## src/rtl/colour_sensor_emulator.sv

```systemverilog
// TCS3200-style colour sensor device model: decodes S0..S3 and produces a 50%-duty
// square wave whose half-period is the selected channel's programmed value times the scaling.
module colour_sensor_emulator #(
  parameter int HALF_W    = 16,
  parameter int MUL_2PCT  = 50,
  parameter int MUL_20PCT = 5
) (
  input  logic              clk,
  input  logic              rst,
  input  logic              S0,
  input  logic              S1,
  input  logic              S2,
  input  logic              S3,
  input  logic [HALF_W-1:0] red_half,
  input  logic [HALF_W-1:0] blue_half,
  input  logic [HALF_W-1:0] clear_half,
  input  logic [HALF_W-1:0] green_half,
  output logic              signal,
  output logic [1:0]        active_filter,
  output logic              powered
);

  localparam int EFF_W = HALF_W + 6;

  typedef enum logic [1:0] {
    SCALE_OFF   = 2'b00,
    SCALE_2PCT  = 2'b01,
    SCALE_20PCT = 2'b10,
    SCALE_FULL  = 2'b11
  } scale_e;

  logic [3:0]       sel_d;
  logic [3:0]       sel_q;
  logic [HALF_W-1:0] half_sel;
  logic [5:0]       mul;
  logic [EFF_W-1:0] eff;
  logic [EFF_W-1:0] cnt;
  logic [EFF_W-1:0] per;

  assign sel_d = {S0, S1, S2, S3};

  // The effective half-period follows the live pins so a new selection loads its
  // own period on the very edge it is registered.
  // NOTE: every combinational output gets a default first so no latch is inferred.
  always_comb begin
    half_sel = red_half;
    mul      = '0;
    case (sel_d[1:0])
      2'b00: half_sel = red_half;
      2'b01: half_sel = blue_half;
      2'b10: half_sel = clear_half;
      2'b11: half_sel = green_half;
      default: half_sel = red_half;
    endcase
    case (scale_e'(sel_d[3:2]))
      SCALE_OFF:   mul = '0;
      SCALE_2PCT:  mul = 6'(MUL_2PCT);
      SCALE_20PCT: mul = 6'(MUL_20PCT);
      SCALE_FULL:  mul = 6'd1;
      default:     mul = '0;
    endcase
  end

  assign eff = {6'b0, half_sel} * {{(EFF_W-6){1'b0}}, mul};

  // Priority: reset, selection change, power-down, zero period, wrap, count.
  // NOTE: state registers use non-blocking assignments so every branch sees pre-edge values.
  always_ff @(posedge clk) begin
    if (rst) begin
      sel_q  <= '0;
      signal <= 1'b0;
      cnt    <= '0;
      per    <= '0;
    end else if (sel_d != sel_q) begin
      sel_q <= sel_d;
      cnt   <= '0;
      per   <= eff;
    end else if (scale_e'(sel_q[3:2]) == SCALE_OFF) begin
      signal <= 1'b0;
      cnt    <= '0;
      per    <= eff;
    end else if (per == '0 || eff == '0) begin
      cnt <= '0;
      per <= eff;
    end else if (cnt == per - EFF_W'(1)) begin
      // Period is latched only at the wrap so *_half edits never cut a half short.
      signal <= ~signal;
      cnt    <= '0;
      per    <= eff;
    end else begin
      cnt <= cnt + EFF_W'(1);
    end
  end

  assign active_filter = sel_q[1:0];
  assign powered       = (sel_q[3:2] != 2'b00);

endmodule

```

## config.mk

```make
export PLATFORM = sky130hd
export DESIGN_NAME = colour_sensor_emulator
export DESIGN_NICKNAME = d
export VERILOG_FILES = /design/src/rtl/colour_sensor_emulator.sv
export SDC_FILE = /design/constraint.sdc
export NUM_CORES = 1
export LEC_CHECK = 0
export BUFFER_PORTS_ARGS = -buffer_cell sky130_fd_sc_hd__buf_2
export CAP_MARGIN = 20
export CORE_ASPECT_RATIO = 2
export CORE_MARGIN = 4
export CORE_UTILIZATION = 35
export CTS_BUF_LIST = sky130_fd_sc_hd__clkbuf_16
export CTS_CLUSTER_DIAMETER = 50
export DETAILED_ROUTE_END_ITERATION = 7
export GPL_ROUTABILITY_DRIVEN = 0
export PLACE_DENSITY = 0.55
export SKIP_CTS_REPAIR_TIMING = 1
export SLEW_MARGIN = 15
export SYNTH_ARGS = -nofsm -noshare
export SYNTH_HDL_FRONTEND = slang
export SYNTH_SLANG_ARGS = --single-unit
```

## constraint.sdc

```tcl
create_clock -name clk -period 20.3 [get_ports clk]
set_clock_uncertainty 0.15 [all_clocks]
set_input_delay 5.075 -clock clk [delete_from_list [all_inputs] [get_ports clk]]
set_output_delay 5.075 -clock clk [all_outputs]
set_load 0.02 [all_outputs]
```

==> run summary <==
status: finished clean
first-pass GRT wire length: 25,700 µm
Num Clock Sinks: 49
Syn. warnings: 0
Max Buffers Root-to-Sink: 2
initial antenna violation count: 0
layout cells sized above 1: 15.1%
CP delay by family, top: simple AND/OR/NAND/NOR gates
detailed-route DRC error count: 0
largest net degree at the start of global routing: 50
most frequent cells in the layout: 87 x inv_1, 73 x buf_2, 51 x nand2_1, 49 x dfxtp_1, 48 x ha_1
chip width: 101 µm
final wirelength: 15,400 µm
CP Capture Type: flop
most common cell after layout, fill and taps aside: inv_1
die area: 19,500 µm²
antenna-violating nets left: 0
antenna cells: 0
Final Util: 39.7%
Clock Pin Slew Worst Setup and Hold Paths: 0.06 ns
top cell type's share of synthesized area: 16.2%
Crit. path cell count: 19
RSZ-0062 raised after global routing: false
WL/cell: 15.8 µm
HP Class: reg2reg
Starting Density: 35.8%
period utilization: 58.6%
worst hold margin: 0.344 ns
Max VDD drop: 0.0000337 V
Slew HR: 26.5%
initial detailed-routing violation count: 132
global route overflow: 0
Root Buffer Master: clkbuf_16
placeable core region: 16,800 µm²
DR pass1 iterations: 4
top post-synthesis cells by area: dfxtp_1 16%, fa_1 13%, ha_1 9.9%, mux4_2 6.0%, inv_1 5.4%
I/O pins: 74
maxcap violations: 0
Worst-Skew Late Latency: 0.29 ns
post-layout min period: 11.90 ns
WP buf/inv: 4
Seq cells post-synth: 49
Worst Setup Start Kind: primary input
FP Rows: 67
Leakage Power: 2.90 nW
hold depth: 2
CTS H-tree lvls: 2
EDFF count, synth: 0
CTS tree: built
hpwl dp: 13,100 µm
PortBufs: 73
largest area contributor in the netlist: dfxtp_1
max-slew violations: 0
Synthesized Nets: 880
WP data required: 20.28 ns
Total GRT Usage: 16.2%
Vias: 5,257
Area Growth Syn to Fin: 10.9%
Peak Freq: 84.0 MHz
CP cell instances: buf_2, nor2b_1, nand2_1, fa_1, inv_1, fa_1, inv_1, fa_1, inv_1, ha_1, a21o_1, a221oi_2, a2bb2oi_1, o221ai_1, a221o_1, or4_1, o21a_1, nand2_1, nor3_1
syn avg cell area: 8.37 µm²
setup TNS: 0 ns
Synth Instances: 722
Least-Margin Pin Slew: 1.10 ns
FILL cells: 1,768
DIE HEIGHT: 194 µm
Final setup viols: 0
vias per cell: 5.39
Num CTS Buffers: 5
Post-Syn Area: 6040 µm²
WS Path Type: in2reg
Worst path max stage delay: 0.92 ns
arrival time at the worst endpoint: 11.88 ns
asr flop ratio synth: 0%
power per cell area: 69.5 nW/µm²
Primary FF master, synth: dfxtp_1
Final nets: 926
Slowest-stage cell, CP: nor2b_1
Unique masters post-synth: 69
FF-to-FF path depth: 11
number of global-route vias before repair: 5,515
Fin. Hold Viols: 0
Critical Path Fanout Max: 25
sequential share of the synthesized area: 16.2%
## worst register-to-register path: cells and delay by family, from the launching register on
family                   cells  cell delay (ns)
AO/OA/AOI/OAI                3             1.02
flip-flops                   1             0.37
AND/OR/NAND/NOR              5             1.92
multiplexers                 1             0.24
buffers and inverters        1             0.10
adder cells (fa/ha/maj)      1             0.20
## worst paths after layout
check / start / end / slack (ns)
max: S0 / cnt[17] / 8.40
min: per[16] / per[16] / 0.34
max reg2reg: per[0] / cnt[17] / 16.15
min reg2reg: per[16] / per[16] / 0.34
## power by group
part / internal, mW / total, mW / leakage (nW) / switching, mW
Sequential: 0.107 / 0.124 / 0.400 / 0.0168
Combinational: 0.101 / 0.247 / 2.42 / 0.146
Clock: 0.0578 / 0.0950 / 0.0775 / 0.0373
Total: 0.266 / 0.466 / 2.90 / 0.200
## sequential cells by signal, indices dropped and copies added, names as in the netlist
signal	cells
cnt	22
per	22
sel_q	4
signal	1
## kinds of logic after synthesis
group | share of synthesized area (%)
multiplexers | 7.48
buffers and inverters | 7.93
flip-flops | 16.2
adder cells (fa/ha/maj) | 23.2
XOR/XNOR | 8.27
AND/OR/NAND/NOR | 22.0
AO/OA/AOI/OAI | 14.8
## final cells by class
type | count | area (µm²) | share of cell area, %
Clock buffer | 5 | 125 | 1.87
Clock inverter | 3 | 41.3 | 0.616
Inverter | 87 | 327 | 4.88
Multi-Input combinational cell | 550 | 4580 | 68.4
Sequential cell | 49 | 981 | 14.6
Tap cell | 207 | 259 | 3.87
Timing Repair Buffer | 75 | 380 | 5.68
## synthesized netlist by cell type, drive strengths merged (8+ instances only)
cell	number
inv	87
nand2	51
dfxtp	49
ha	48
a21oi	41
nand3	41
fa	40
nor3	34
xnor2	34
o21ai	31
and2	28
clkbuf	23
nor2	23
xor2	23
mux4	16
and3	15
buf	13
mux2i	8
## metal layers
layer | vias to the layer above | track usage (%) | wire length, µm
met5 | - | 0 | 0
met4 | 0 | 7.50 | 664
met3 | 32 | 0.684 | 408
met2 | 116 | 33.6 | 9020
met1 | 2490 | 15.3 | 5280
li1 | 2619 | - | -
## stage by stage
step	power [mW]	instance area, µm²	setup WS, ns	instances
floorplan	0.313	6040	9.19	722
global placement	0.372	6520	8.11	967
detailed placement	0.374	6530	8.05	968
CTS	0.471	6700	8.34	976
global route	0.509	6700	7.84	976
finish	0.466	6700	8.40	976
Note: power is estimated with default switching activity, not from simulation.
